**src/rtl/ssd_mux_driver.sv**
```systemverilog
`timescale 1ns / 1ps
// -----------------------------------------------------------------------------
// ssd_mux_driver
//
// Time-multiplexed seven-segment display driver. A set of holding registers
// keeps the value, decimal point and blank request for every digit. A refresh
// counter walks the active digit index through 0..N_DIGITS-1, spending
// REFRESH_DIV clock cycles on each digit. The segment, decimal-point and anode
// pins are registered from the current index and the holding registers, so
// they change one cycle after either of those changes.
//
// Parameters
//   N_DIGITS     number of multiplexed digits (1..8)
//   REFRESH_DIV  clock cycles each digit stays active (>= 1)
//   HEX_EN       1: codes 10..15 render A,b,C,d,E,F   0: codes 10..15 blank
//
// Ports
//   clk        in   single clock, all state on the rising edge
//   reset      in   synchronous, active-high reset
//   digits_in  in   nibble k is the value for digit k (digit 0 = least significant)
//   dp_in      in   decimal point request per digit, active-high
//   blank_in   in   forced blank per digit, active-high
//   load       in   one-cycle strobe capturing digits_in / dp_in / blank_in
//   lz_en      in   leading-zero suppression enable, used live every cycle
//   seg_n      out  segments {g,f,e,d,c,b,a}, active-low, registered
//   dp_n       out  decimal point, active-low, registered
//   an_n       out  digit anode enables, active-low one-hot, registered
// -----------------------------------------------------------------------------
module ssd_mux_driver #(
  parameter int N_DIGITS    = 4,
  parameter int REFRESH_DIV = 100000,
  parameter int HEX_EN      = 1
) (
  input  logic                  clk,
  input  logic                  reset,
  input  logic [4*N_DIGITS-1:0] digits_in,
  input  logic [N_DIGITS-1:0]   dp_in,
  input  logic [N_DIGITS-1:0]   blank_in,
  input  logic                  load,
  input  logic                  lz_en,
  output logic [6:0]            seg_n,
  output logic                  dp_n,
  output logic [N_DIGITS-1:0]   an_n
);

  // ---------------------------------------------------------------------------
  // Widths and terminal values. Both counters keep at least one bit so the
  // degenerate REFRESH_DIV=1 / N_DIGITS=1 builds still elaborate cleanly.
  // ---------------------------------------------------------------------------
  localparam int CNT_W = (REFRESH_DIV > 1) ? $clog2(REFRESH_DIV) : 1;
  localparam int IDX_W = (N_DIGITS > 1) ? $clog2(N_DIGITS) : 1;

  localparam logic [CNT_W-1:0] CNT_MAX = CNT_W'(REFRESH_DIV - 1);
  localparam logic [IDX_W-1:0] IDX_MAX = IDX_W'(N_DIGITS - 1);

  localparam logic [6:0] SEG_OFF_N = 7'b111_1111;

  // ---------------------------------------------------------------------------
  // Active-high glyph table, bit order {g,f,e,d,c,b,a}.
  // ---------------------------------------------------------------------------
  function automatic logic [6:0] seg_decode(input logic [3:0] code);
    logic [6:0] seg;
    case (code)
      4'h0:    seg = 7'b011_1111;
      4'h1:    seg = 7'b000_0110;
      4'h2:    seg = 7'b101_1011;
      4'h3:    seg = 7'b100_1111;
      4'h4:    seg = 7'b110_0110;
      4'h5:    seg = 7'b110_1101;
      4'h6:    seg = 7'b111_1101;
      4'h7:    seg = 7'b000_0111;
      4'h8:    seg = 7'b111_1111;
      4'h9:    seg = 7'b110_1111;
      4'hA:    seg = 7'b111_0111;
      4'hB:    seg = 7'b111_1100;
      4'hC:    seg = 7'b011_1001;
      4'hD:    seg = 7'b101_1110;
      4'hE:    seg = 7'b111_1001;
      default: seg = 7'b111_0001; // F
    endcase
    return seg;
  endfunction

  // ---------------------------------------------------------------------------
  // State
  // ---------------------------------------------------------------------------
  logic [CNT_W-1:0]      cnt_q,     cnt_d;
  logic [IDX_W-1:0]      idx_q,     idx_d;
  logic [4*N_DIGITS-1:0] dig_q,     dig_d;
  logic [N_DIGITS-1:0]   dp_q,      dp_d;
  logic [N_DIGITS-1:0]   blank_q,   blank_d;
  logic [6:0]            seg_n_q,   seg_n_d;
  logic                  dp_n_q,    dp_n_d;
  logic [N_DIGITS-1:0]   an_n_q,    an_n_d;

  // Combinational helpers
  logic                  wrap;
  logic                  zero_run;
  logic [N_DIGITS-1:0]   lz_mask;
  logic [3:0]            act_code;
  logic                  act_dp;
  logic                  act_blank;
  logic                  act_lz;
  logic                  act_hex_off;
  logic                  act_off;

  // ---------------------------------------------------------------------------
  // Refresh counter, digit index and holding registers
  // ---------------------------------------------------------------------------
  always_comb begin
    // NOTE: every signal assigned here gets a default first, so no path can
    // leave it unassigned and infer a latch.
    cnt_d   = cnt_q;
    idx_d   = idx_q;
    dig_d   = dig_q;
    dp_d    = dp_q;
    blank_d = blank_q;

    wrap = (cnt_q == CNT_MAX);

    if (wrap) begin
      cnt_d = '0;
      idx_d = (idx_q == IDX_MAX) ? '0 : idx_q + IDX_W'(1);
    end else begin
      cnt_d = cnt_q + CNT_W'(1);
    end

    // A load on a wrap edge lands together with the index advance, so the
    // next digit is rendered from the new data on the following edge.
    if (load) begin
      dig_d   = digits_in;
      dp_d    = dp_in;
      blank_d = blank_in;
    end
  end

  // ---------------------------------------------------------------------------
  // Leading-zero mask: digit k is suppressed when it and every digit above it
  // hold zero. The scan stops at k=1, so digit 0 is never suppressed and an
  // all-zero value still shows a single "0".
  // ---------------------------------------------------------------------------
  always_comb begin
    zero_run = 1'b1;
    lz_mask  = '0;
    for (int k = N_DIGITS - 1; k >= 1; k--) begin
      zero_run   = zero_run & (dig_q[4*k +: 4] == 4'd0);
      lz_mask[k] = lz_en & zero_run;
    end
  end

  // ---------------------------------------------------------------------------
  // Select the active digit's held data. A compare-per-digit mux avoids
  // indexing past N_DIGITS when N_DIGITS is not a power of two.
  // ---------------------------------------------------------------------------
  always_comb begin
    act_code  = 4'd0;
    act_dp    = 1'b0;
    act_blank = 1'b0;
    act_lz    = 1'b0;
    for (int k = 0; k < N_DIGITS; k++) begin
      if (idx_q == IDX_W'(k)) begin
        act_code  = dig_q[4*k +: 4];
        act_dp    = dp_q[k];
        act_blank = blank_q[k];
        act_lz    = lz_mask[k];
      end
    end
  end

  // ---------------------------------------------------------------------------
  // Pin next-state. The decimal point ignores blanking on purpose so a blanked
  // position can still carry a separator dot.
  // ---------------------------------------------------------------------------
  always_comb begin
    act_hex_off = (HEX_EN == 0) && (act_code >= 4'd10);
    act_off     = act_blank | act_lz | act_hex_off;

    seg_n_d = act_off ? SEG_OFF_N : ~seg_decode(act_code);
    dp_n_d  = ~act_dp;

    an_n_d = '1;
    for (int k = 0; k < N_DIGITS; k++) begin
      an_n_d[k] = (idx_q != IDX_W'(k));
    end
  end

  // ---------------------------------------------------------------------------
  // Registers. Reset wins over load and over the counter on the same edge.
  // ---------------------------------------------------------------------------
  always_ff @(posedge clk) begin
    // NOTE: sequential state uses non-blocking assignments so every register
    // samples the pre-edge values, independent of statement order.
    if (reset) begin
      cnt_q   <= '0;
      idx_q   <= '0;
      // NOTE: the holding registers are plain flops, not a RAM, so clearing
      // them in reset costs nothing and makes the first frame deterministic.
      dig_q   <= '0;
      dp_q    <= '0;
      blank_q <= '0;
      seg_n_q <= SEG_OFF_N;
      dp_n_q  <= 1'b1;
      an_n_q  <= '1;
    end else begin
      cnt_q   <= cnt_d;
      idx_q   <= idx_d;
      dig_q   <= dig_d;
      dp_q    <= dp_d;
      blank_q <= blank_d;
      seg_n_q <= seg_n_d;
      dp_n_q  <= dp_n_d;
      an_n_q  <= an_n_d;
    end
  end

  assign seg_n = seg_n_q;
  assign dp_n  = dp_n_q;
  assign an_n  = an_n_q;

endmodule

```
**config.mk**
```make
export PLATFORM = sky130hd
export DESIGN_NAME = ssd_mux_driver
export DESIGN_NICKNAME = d
export VERILOG_FILES = /design/src/rtl/ssd_mux_driver.sv
export SDC_FILE = /design/constraint.sdc
export NUM_CORES = 1
export LEC_CHECK = 0
export CORE_UTILIZATION = 34
export CTS_CLUSTER_DIAMETER = 40
export DETAILED_ROUTE_END_ITERATION = 7
export PLACE_DENSITY = 0.52
export RECOVER_POWER = 100
export SYNTH_ARGS = -nofsm -noshare
export SYNTH_HDL_FRONTEND = slang
export SYNTH_SLANG_ARGS = --single-unit
export TNS_END_PERCENT = 10
```
**constraint.sdc**
```tcl
create_clock -name clk -period 3 [get_ports clk]
set_input_delay 0.6 -clock clk [delete_from_list [all_inputs] [get_ports clk]]
set_output_delay 0.6 -clock clk [all_outputs]
set_load 0.02 [all_outputs]
```
# ---- Yosys cells after proc, flatten, opt, wreduce, memory -nomap -nowiden
# Memories as Yosys holds them, arrays and structs flattened.
# Index checks and enable logic that the tools add are counted.
dict set report totals {
  latchBits 0
  memories 1
  register_bits 55
  elab_cells 49
  ram_bits 0
  mem_bits_ro 112
  inputBits 28
}
# memory depth word_bits read_ports rd_ports_with_merged_regs wr line
set memory_table {}
lappend memory_table {{(no name shown)} 16 7 1 0 0 63} ;# case (code)
dict set report op_classes {
  reduce_logical 7
  magnitude_cmp 0
  mul 0
  n_mux 16
  bitwise_logic 8
  addsub 2
  div_mod_pow 0
  n_shift 0
  eq_ne 7
}
# operator count
set ops {}
lappend ops {{$add 17x1->17 const B} 1}
lappend ops {{$eq 17x17->1 const B} 1}
lappend ops {{$mux 4} 4}
lappend ops {{$logic_not 4->1} 3}
lappend ops {{$mux 1} 11}
lappend ops {{$not 7->7} 1}
lappend ops {{$and 1x1->1} 5}
lappend ops {{$eq 2x2->1 const B} 2}
lappend ops {{$ne 2x2->1 const B} 2}
lappend ops {{$reduce_or 2->1} 2}
lappend ops {{$add 2x1->2 const B} 1}
lappend ops {{$eq 2x1->1 const B} 1}
lappend ops {{$logic_not 2->1} 1}
lappend ops {{$mux 2} 1}
lappend ops {{$ne 2x1->1 const B} 1}
lappend ops {{$reduce_bool 2->1} 1}
lappend ops {{$not 1->1} 1}
lappend ops {{$or 1x1->1} 1}

# ---- Logic depth before layout (Yosys ltp)
# Gate-level depths: netlist of run 1.
dict set report depth {
  depth_word 9
  depth_mapped 11
  ltp_nobuf 10
}

# ---- Least setup slack after synthesis of run 1
# No wires, ideal clock.
dict set report synth_path {
  path_kind {register to register}
  from {reg idx_q[1]}
  to {reg seg_n_q[1], in the netlist seg_n[1]}
  path_stages_with_launch 11
  required_time_ps 2917
  path_slack_ps 647
  arrival_ps 2271
  setup_ps 83
  cell_sequence {dfxtp_1 inv_1 ha_1 buf_4 nor2b_2 a22oi_1 a221oi_1 inv_1 ha_1 mux2_2 o221ai_1}
}
dict set report synth_between {
  elab_chain_cells 7
}
# item line
set synth_rtl {}
lappend synth_rtl {{start: declaration} 88} ;# logic [IDX_W-1:0] idx_q, idx_d;
lappend synth_rtl {{start signal: assignment} 206} ;# idx_q <= idx_d;
lappend synth_rtl {{$logic_not 2->1} 161} ;# if (idx_q == IDX_W'(k)) begin
lappend synth_rtl {{$mux 4 or $mux 1 (tied branches) (4 in series)} 161}
lappend synth_rtl {{$mem_v2 16x7 or $or 1x1->1 (tied branches)} --}
lappend synth_rtl {{$not 7->7 or $reduce_or 2->1 (tied branches)} --}
lappend synth_rtl {{end signal: assignment} 210} ;# seg_n_q <= seg_n_d;
lappend synth_rtl {{end: declaration} 92} ;# logic [6:0] seg_n_q, seg_n_d;
# Several ways; a longest one is shown, not always the timed one.
# A chain may end at the register's enable or synchronous reset.

# ---- Final worst setup path of run 1
# Ends and elaborated chain as after synthesis.

==> impl_metrics.py, run 1 <==
metrics = {
    "power_and_ir_drop": {
        "powerDensity_mw_per_mm2": 445.2,
        "p_leak_uw": 0.001180,
        "vdd_ir_drop_max_mv": 0.2186,
        "p_total_uw": 1368,
    },
    "worst_setup_path": {
        "cp-start-kind": "flop",
        "cp_cell_sequence": "inv_1, ha_1, nor2b_2, a22oi_1, a221oi_1, inv_1, ha_1, mux2_2, o221ai_1",
        "max_stage_delay_ns": 0.53,
        "worstPathArrival_ns": 2.90,
        "critical_path.slowest_cell": "a221oi_1",
        "critPathKind": "flop to flop",
        "cp.required_ns": 3.22,
        "cp-end-kind": "flop",
        "critPathMaxFanout": 12,
    },
    "timing": {
        "hold_viol_final": 0,
        "relSlewSlack_pct": -16.54,
        "rsz0062_at_grt": "no",
        "tns_ns": 0,
        "final_max_slew_viol_count": 25,
        "post-route-min-period_ns": 2.675,
        "setup_viol": 0,
        "fin_skew_ns": 0.007232,
        "fmax_mhz": 373.8,
        "holdWs_ns": 0.4417,
        "tightest_slew_ns": 1.748,
        "finalCritPeriodShare_pct": 89.18,
    },
    "finish": {
        "num-nets-final": 341,
        "fill_cells": 752,
        "finalNonFillerCells": 401,
        "antenna_cells": 0,
        "final_layout_size_suffix_gt1_share_pct": 5.960,
        "stdcell_area_mm2": 0.003073,
        "syn_to_final_growth_pct": 21.16,
    },
    "clocking": {
        "cts_tree": "built",
        "cts_buffers": 5,
        "cts_sinks": 55,
        "postCtsHoldBufs": 0,
        "clk_pin_slew_ns": 0.09,
        "cts-root-buf": "clkbuf_8",
        "clk_path_buf_depth": 2,
        "cts_resized": 0,
        "htree_levels": 2,
        "insertion_delay_ns": 0.30,
        "cts_setup_buffers": 0,
    },
    "flow_run": {
        "maxCapViolations": 1,
    },
    "yosys": {
        "ys_seq_elements": 55,
        "syn_nets": 303,
        "syn_area_mm2": 0.002536,
        "seq_area_frac_synth_pct": 43.41,
        "yosysWarnings": 0,
        "syn_avg_cell_area_um2": 9.607,
        "syn_inst": 264,
        "synth_flop_cell": "dfxtp_1",
        "yosysUniqueCellTypes": 45,
        "async_flop_share_pct": 0,
        "synth-edff-count": 0,
    },
    "placement": {
        "dpl.hpwl_um": 3784,
        "placed_area_mm2": 0.002999,
        "globalplace.congestion": 0.8378,
        "place_inst": 394,
        "port_buffers": 39,
    },
    "worst_hold_path": {
        "hp-class": "flop to flop",
    },
    "floorplanning": {
        "core_area_mm2": 0.007214,
        "rows": 31,
        "initial_core_util_pct": 35.15,
        "dieArea_mm2": 0.007808,
        "die_x_um": 88.37,
        "die_h_um": 88.37,
        "io_pins": 40,
    },
    "detailed_routing": {
        "wl_um": 5093,
        "final_antenna_net_count": 0,
        "via_count": 1904,
        "drt_iter0_markers": 114,
        "drt_drc_violations_left": 0,
        "drt_first_pass_iters": 4,
        "wl_per_cell_um": 12.70,
        "avgViaCountPerCell": 4.748,
    },
    "global_routing": {
        "antenna_found_initial": 0,
        "gr-total-overflow": 0,
        "grt_use_total_pct": 13.89,
        "grt_max_degree": 25,
        "grt_pass1_wl_um": 8273,
        "grt_pass1_vias": 1764,
    },
    "status": {
        "violations": "capacitance limit, slew limit",
        "outcome": "finished, violations left",
    },
}
==> stage by stage <==
step	worst slack, ns	util [%]
2_1_floorplan	0.6470	-
3_3_place_gp	0.4948	41.57
3_5_place_dp	0.3400	41.57
4_1_cts	0.3026	42.79
5_1_grt	0.07854	42.59
6_report	0.3247	42.59
==> cells in the final DEF, fill, tap and decap left out, types with 2 or more instances in the layout <==
master,instances
a21oi_1,6
a221oi_1,4
and3_1,5
and4_1,3
buf_4,2
clkbuf_1,2
clkbuf_8,6
clkdlybuf4s50_1,25
dfxtp_1,55
dlygate4sd3_1,14
ha_1,11
inv_1,10
mux2_2,2
mux2i_1,28
nand2_1,12
nand2b_1,6
nand3_1,3
nand3b_1,4
nand4_1,4
nor2_1,49
nor2b_1,3
nor3_1,3
nor3b_1,4
nor4_1,3
o21ai_0,2
o221ai_1,5
xnor2_1,11
xor2_1,4
==> area by class of cell <==
type	instances	area [µm²]	share of cell area [%]
repair buffers	43	412.9	13.44
flip-flops and latches	55	1101	35.83
well taps	99	123.9	4.031
multi-input cells	187	1310	42.63
clock inverters	1	5.005	0.1629
inverters	10	37.54	1.221
clock buffers	6	82.58	2.687
==> critical path, delay by kind of cell (launching register included) <==
kind / cells / cell delay (ns)
DFF: 1 / 0.38
muxes: 1 / 0.27
buffers and inverters: 2 / 0.27
and+or+nand+nor: 1 / 0.20
AOI/OAI and AO/OA: 3 / 0.78
adders and majority gates: 2 / 0.68
==> Yosys cell counts (all sizes together), types with 2 or more instances <==
cell,n,share of area [%]
nor2b,4,1.1
nand2b,6,1.5
dfxtp,55,43
mux2i,28,11
nand4,4,0.99
nand3,3,0.59
o221ai,5,1.7
nor3,3,0.59
nor4,3,0.99
and4,4,1.5
and3,5,1.2
nor2,49,7.3
xnor2,11,3.8
inv,10,1.5
or2,2,0.49
mux2,2,0.89
a21oi,6,1.2
xor2,4,1.4
o21ai,2,0.39
nand3b,4,1.2
ha,11,5.4
a211oi,2,0.79
clkbuf,4,0.59
a221oi,4,1.4
nor3b,4,1.2
nand2,12,1.8
buf,8,2.6
==> registers in the layout, indices dropped and copies added, names as in the netlist <==
signal and cells:
dig_q 16, dp_q 4, cnt_q 17, idx_q 2, dp_n 1, an_n 4
blank_q 4, seg_n 7
==> where the power goes <==
part	leakage (µW)	switching (µW)	total, µW	internal (µW)
Combinational	0.000681	80.7	176	95.0
Sequential	0.000451	18.4	781	763
Clock	0.0000470	229	411	182
==> final timing paths <==
check                start       end  slack (ns)  cells after the start
setup / recovery  idx_q[1]  seg_n[1]        0.32                      9
hold / removal    cnt_q[0]  cnt_q[0]        0.44                      1
setup reg to reg  idx_q[1]  seg_n[1]        0.32                      9
hold reg to reg   cnt_q[0]  cnt_q[0]        0.44                      1
==> cell families after synthesis <==
logic type,count (synthesis),synth area share (%)
buffers and inverters,22,4.687
AOI/OAI and AO/OA,26,8.486
muxes,30,11.94
DFF,55,43.41
adders and majority gates,11,5.427
and+or+nand+nor,105,20.87
xor gates and xnor gates,15,5.180
==> metal layers <==
metal / global-route usage, % / wire length, µm / up-vias
li1: - / - / 988
met4: 4.545 / 44 / 0
met1: 16.61 / 2381 / 885
met2: 24.48 / 2501 / 27
met3: 3.265 / 165 / 4
met5: 0 / 0 / -
Note: power is estimated with default switching activity, not from simulation.
==> inputs of run 2 (changes only) <==
clock period = 2.85 ns   (was 3 ns; I/O delays follow)
==> impl_metrics.py, run 2 (same netlist as run 1, synthesis figures left out) <==
metrics = {
    "global_routing": {
        "grt_max_degree": 25,
        "antenna_found_initial": 0,
        "grt_pass1_wl_um": 8569,
        "grt_use_total_pct": 14.28,
        "gr-total-overflow": 0,
        "grt_pass1_vias": 1803,
    },
    "floorplanning": {
        "die_x_um": 88.37,
        "io_pins": 40,
        "die_h_um": 88.37,
        "dieArea_mm2": 0.007808,
        "initial_core_util_pct": 35.15,
        "core_area_mm2": 0.007214,
        "rows": 31,
    },
    "finish": {
        "syn_to_final_growth_pct": 21.95,
        "largest_reg_flops": 17,
        "final_common_cell": "dfxtp_1",
        "largest_register": "cnt_q",
        "most-common-layout-cells": "dfxtp_1 (55), nor2_1 (49), mux2i_1 (28), clkdlybuf4s50_1 (25), dlygate4sd3_1 (14)",
        "final_layout_size_suffix_gt1_share_pct": 6.579,
        "antenna_cells": 0,
        "fin_util_pct": 42.87,
        "num-nets-final": 342,
    },
    "placement": {
        "port_buffers": 39,
        "globalplace.congestion": 0.8209,
        "dpl.hpwl_um": 3757,
    },
    "clocking": {
        "cts-root-buf": "clkbuf_8",
        "cts_setup_buffers": 0,
        "clk_pin_slew_ns": 0.10,
        "cts_sinks": 55,
        "postCtsHoldBufs": 0,
        "insertion_delay_ns": 0.30,
        "clk_path_buf_depth": 2,
        "cts_buffers": 5,
        "htree_levels": 2,
        "cts_tree": "built",
    },
    "timing": {
        "tns_ns": 0,
        "fmax_mhz": 388.9,
        "tightest_slew_ns": 1.760,
        "post-route-min-period_ns": 2.571,
        "final_max_slew_viol_count": 25,
        "rsz0062_at_grt": "no",
        "finalCritPeriodShare_pct": 90.22,
        "hold_viol_final": 0,
        "setup_viol": 0,
        "fin_skew_ns": 0.008523,
        "relSlewSlack_pct": -17.32,
    },
    "worst_setup_path": {
        "critPathKind": "input port to flop",
        "reg2reg_depth": 9,
        "cp.required_ns": 3.02,
        "critical_path.slowest_cell": "clkbuf_1",
        "critPathMaxFanout": 24,
        "cp-start-kind": "input port",
        "max_stage_delay_ns": 1.27,
        "cp-end-kind": "flop",
        "cp_cell_sequence": "dlygate4sd3_1, clkbuf_1, mux2i_1, nor2_1",
        "worstPathArrival_ns": 2.74,
    },
    "flow_run": {
        "maxCapViolations": 1,
    },
    "detailed_routing": {
        "wl_met3_um": 177,
        "via_count": 1903,
        "top_layer_used": "met4",
        "wl_met2_um": 2515,
        "wl_met1_um": 2438,
        "avgViaCountPerCell": 4.722,
        "drt_iter0_markers": 103,
        "final_antenna_net_count": 0,
        "drt_drc_violations_left": 0,
        "wl_um": 5186,
        "drt_first_pass_iters": 4,
        "wl_per_cell_um": 12.87,
    },
    "power_and_ir_drop": {
        "vdd_ir_drop_max_mv": 0.1565,
        "p_leak_uw": 0.001189,
        "powerDensity_mw_per_mm2": 470.5,
    },
    "status": {
        "outcome": "finished, violations left",
        "violations": "capacitance limit, slew limit",
    },
    "worst_hold_path": {
        "hp-class": "flop to flop",
        "min_path_cells": 1,
    },
}
[run 2: changes by cell type in the layout (fill, tap and decap cells not counted), sizes merged]
cell	before	now
clkbuf	8	9
buf	2	3
[run 2: where the power goes]
| group | switching, µW | internal, µW |
|---|---|---|
| logic | 86.1 | 101 |
| registers | 19.7 | 803 |
| clock network | 245 | 200 |
[run 2: layout make-up]
class	instances	area (µm²)
Sequential cell	55	1101
Inverter	10	37.54
Fill cell	753	4121
Tap cell	99	123.9
Clock inverter	1	8.758
Multi-Input combinational cell	187	1315
Clock buffer	7	86.33
Timing Repair Buffer	44	420.4
[run 2: worst max-delay path, delay by kind of cell]
family                 cells  cell delay [ns]
buffers and inverters      2             1.79
muxes                      1             0.31
and+or+nand+nor            1             0.06
[run 2: final timing paths]
check	startpoint	slack, ns	to
setup / recovery	load	0.28	dig_q[0]
hold / removal	cnt_q[0]	0.45	cnt_q[0]
setup reg to reg	idx_q[1]	0.41	seg_n[1]
hold reg to reg	cnt_q[0]	0.45	cnt_q[0]
[run 2: metal layers]
metal | up-vias | track usage, %
li1 | 992 | -
met2 | 26 | 24.48
met4 | 0 | 4.985
met1 | 881 | 17.63
met5 | - | 0
met3 | 4 | 3.172
[run 2: timing repair]
| action | CTS | global route |
|---|---|---|
| endpoints found under the hold margin | 0 | 0 |
| setup endpoints to repair | 0 | 4 |
| gates resized for setup | 0 | 1 |
[run 2: through the flow]
stage / std cells / setup slack [ns] / total power (µW) / hold WS, ns / area, µm²
floorplan: 264 / 0.4970 / 951.2 / 0.4105 / 2536
global placement: 395 / 0.2945 / 1035 / 0.4253 / 3007
detailed placement: 395 / 0.2244 / 1034 / 0.4397 / 3007
CTS: 403 / 0.1984 / 1483 / 0.4565 / 3102
global route: 403 / 0.1294 / 1531 / 0.4802 / 3093
finish: 403 / 0.2786 / 1455 / 0.4479 / 3093
==> inputs of run 3 (changes only) <==
CORE_UTILIZATION = 30   (was 34)
PLACE_DENSITY = 0.47   (was 0.52)
==> impl_metrics.py, run 3 (same netlist as run 1, synthesis figures left out) <==
metrics = {
    "status": {
        "outcome": "complete, no violations",
    },
    "floorplanning": {
        "core_area_mm2": 0.008217,
        "die_h_um": 93.95,
        "die_x_um": 93.95,
        "io_pins": 40,
        "rows": 33,
        "dieArea_mm2": 0.008826,
        "initial_core_util_pct": 30.87,
    },
    "worst_setup_path": {
        "cp-end-kind": "flop",
        "max_stage_delay_ns": 0.39,
        "critPathMaxFanout": 12,
        "worstPathArrival_ns": 2.68,
        "cp-start-kind": "flop",
        "path_delay_family": "adder cells",
        "cp_cell_sequence": "inv_1, ha_1, nor2b_1, a22oi_1, a221oi_1, inv_1, ha_1, mux2_2, o221ai_1",
        "cp.required_ns": 3.08,
        "cp_num_buf_inv": 2,
        "critPathKind": "flop to flop",
        "critical_path.slowest_cell": "dfxtp_1",
    },
    "placement": {
        "placed_area_mm2": 0.003029,
        "port_buffers": 39,
        "globalplace.congestion": 0.7947,
        "dpl.hpwl_um": 3896,
    },
    "finish": {
        "final_layout_size_suffix_gt1_share_pct": 5.882,
        "antenna_cells": 0,
        "stdcell_area_mm2": 0.003092,
        "num-nets-final": 344,
        "fin_util_pct": 37.63,
        "largest_register": "cnt_q",
        "final_common_cell": "dfxtp_1",
        "syn_to_final_growth_pct": 21.90,
        "most-common-layout-cells": "dfxtp_1 (55), nor2_1 (49), mux2i_1 (28), clkdlybuf4s50_1 (25), dlygate4sd3_1 (14)",
        "largest_reg_flops": 17,
    },
    "global_routing": {
        "grt_pass1_vias": 1799,
        "grt_max_degree": 25,
        "grt_use_total_pct": 13.14,
        "grt_pass1_wl_um": 8845,
        "antenna_found_initial": 0,
        "gr-total-overflow": 0,
    },
    "detailed_routing": {
        "wl_um": 5337,
        "drt_iter0_markers": 98,
        "final_antenna_net_count": 0,
        "wl_per_cell_um": 12.99,
        "drt_first_pass_iters": 4,
        "via_count": 1907,
        "drt_drc_violations_left": 0,
        "avgViaCountPerCell": 4.640,
    },
    "timing": {
        "tightest_slew_ns": 0.9696,
        "fmax_mhz": 406.8,
        "final_max_slew_viol_count": 0,
        "rsz0062_at_grt": "no",
        "relSlewSlack_pct": 35.36,
        "post-route-min-period_ns": 2.458,
        "fin_skew_ns": 0.004293,
        "setup_viol": 0,
        "tns_ns": 0,
        "finalCritPeriodShare_pct": 86.26,
        "hold_viol_final": 0,
    },
    "clocking": {
        "clk_path_buf_depth": 2,
        "cts_tree": "built",
        "cts_buffers": 5,
        "cts_setup_buffers": 0,
        "postCtsHoldBufs": 0,
        "cts-root-buf": "clkbuf_8",
        "htree_levels": 2,
        "clk_pin_slew_ns": 0.09,
        "insertion_delay_ns": 0.30,
        "cts_sinks": 55,
        "cts_resized": 0,
    },
    "power_and_ir_drop": {
        "vdd_ir_drop_max_mv": 0.2024,
        "p_leak_uw": 0.001184,
        "p_comb_share_pct": 13.2,
        "powerDensity_mw_per_mm2": 461.2,
        "power_frac_clock_pct": 29.1,
        "seq_power_share_pct": 57.7,
        "p_int_uw": 1077,
        "switching_share_pct": 24.45,
        "switchingPower_uw": 348.7,
    },
    "flow_run": {
        "maxCapViolations": 0,
    },
    "worst_hold_path": {
        "hp-class": "flop to flop",
    },
}
-- run 3: metrics by stage --
step	hold WS, ns	power [µW]	instances	setup WS [ns]
2_1_floorplan	0.4105	951.2	264	0.4970
3_3_place_gp	0.4291	1038	403	0.5055
3_5_place_dp	0.4328	1038	403	0.4433
4_1_cts	0.4471	1463	411	0.4085
5_1_grt	0.4559	1510	411	0.1704
6_report	0.4457	1426	411	0.3916
-- run 3: path summary, 6_finish.rpt --
check        startpoint       end  slack (ns)  depth (start not counted)
max            idx_q[1]  seg_n[1]        0.39                          9
min            cnt_q[0]  cnt_q[0]        0.45                          1
max reg2reg    idx_q[1]  seg_n[1]        0.39                          9
min reg2reg    cnt_q[0]  cnt_q[0]        0.45                          1
-- run 3: layer usage --
metal	vias up	track usage [%]	routed length (µm)	part of all wire (%)
li1	993	-	-	-
met1	860	17.03	2595	49
met2	47	20.99	2344	44
met3	7	3.398	323	6.1
met4	0	4.615	74	1.4
met5	-	0	0	0
-- run 3: worst reg2reg max path, delay by kind of cell, from the launching register on --
| kind | cells | cell delay [ns] |
|---|---|---|
| mux | 1 | 0.26 |
| compound gates | 3 | 0.60 |
| flops | 1 | 0.39 |
| fa+ha+maj | 2 | 0.64 |
| simple gates | 1 | 0.25 |
| buf+inv | 2 | 0.24 |
-- run 3: layout make-up --
type	instances	area, µm²
fill	846	5125
clock buffer	7	76.32
timing repair buffer	46	429.2
sequential	55	1101
clock inverter	1	5.005
inverter	10	37.54
multi-input combinational	187	1311
tap	105	131.4
-- run 3: power groups by stage --
stage / clock (µW) / combinational [µW] / sequential, µW
detailed placement: 0 / 196 / 841
finish: 415 / 188 / 823
CTS: 442 / 197 / 824
global placement: 0 / 197 / 841
global route: 474 / 210 / 827
floorplan: 0 / 102 / 849
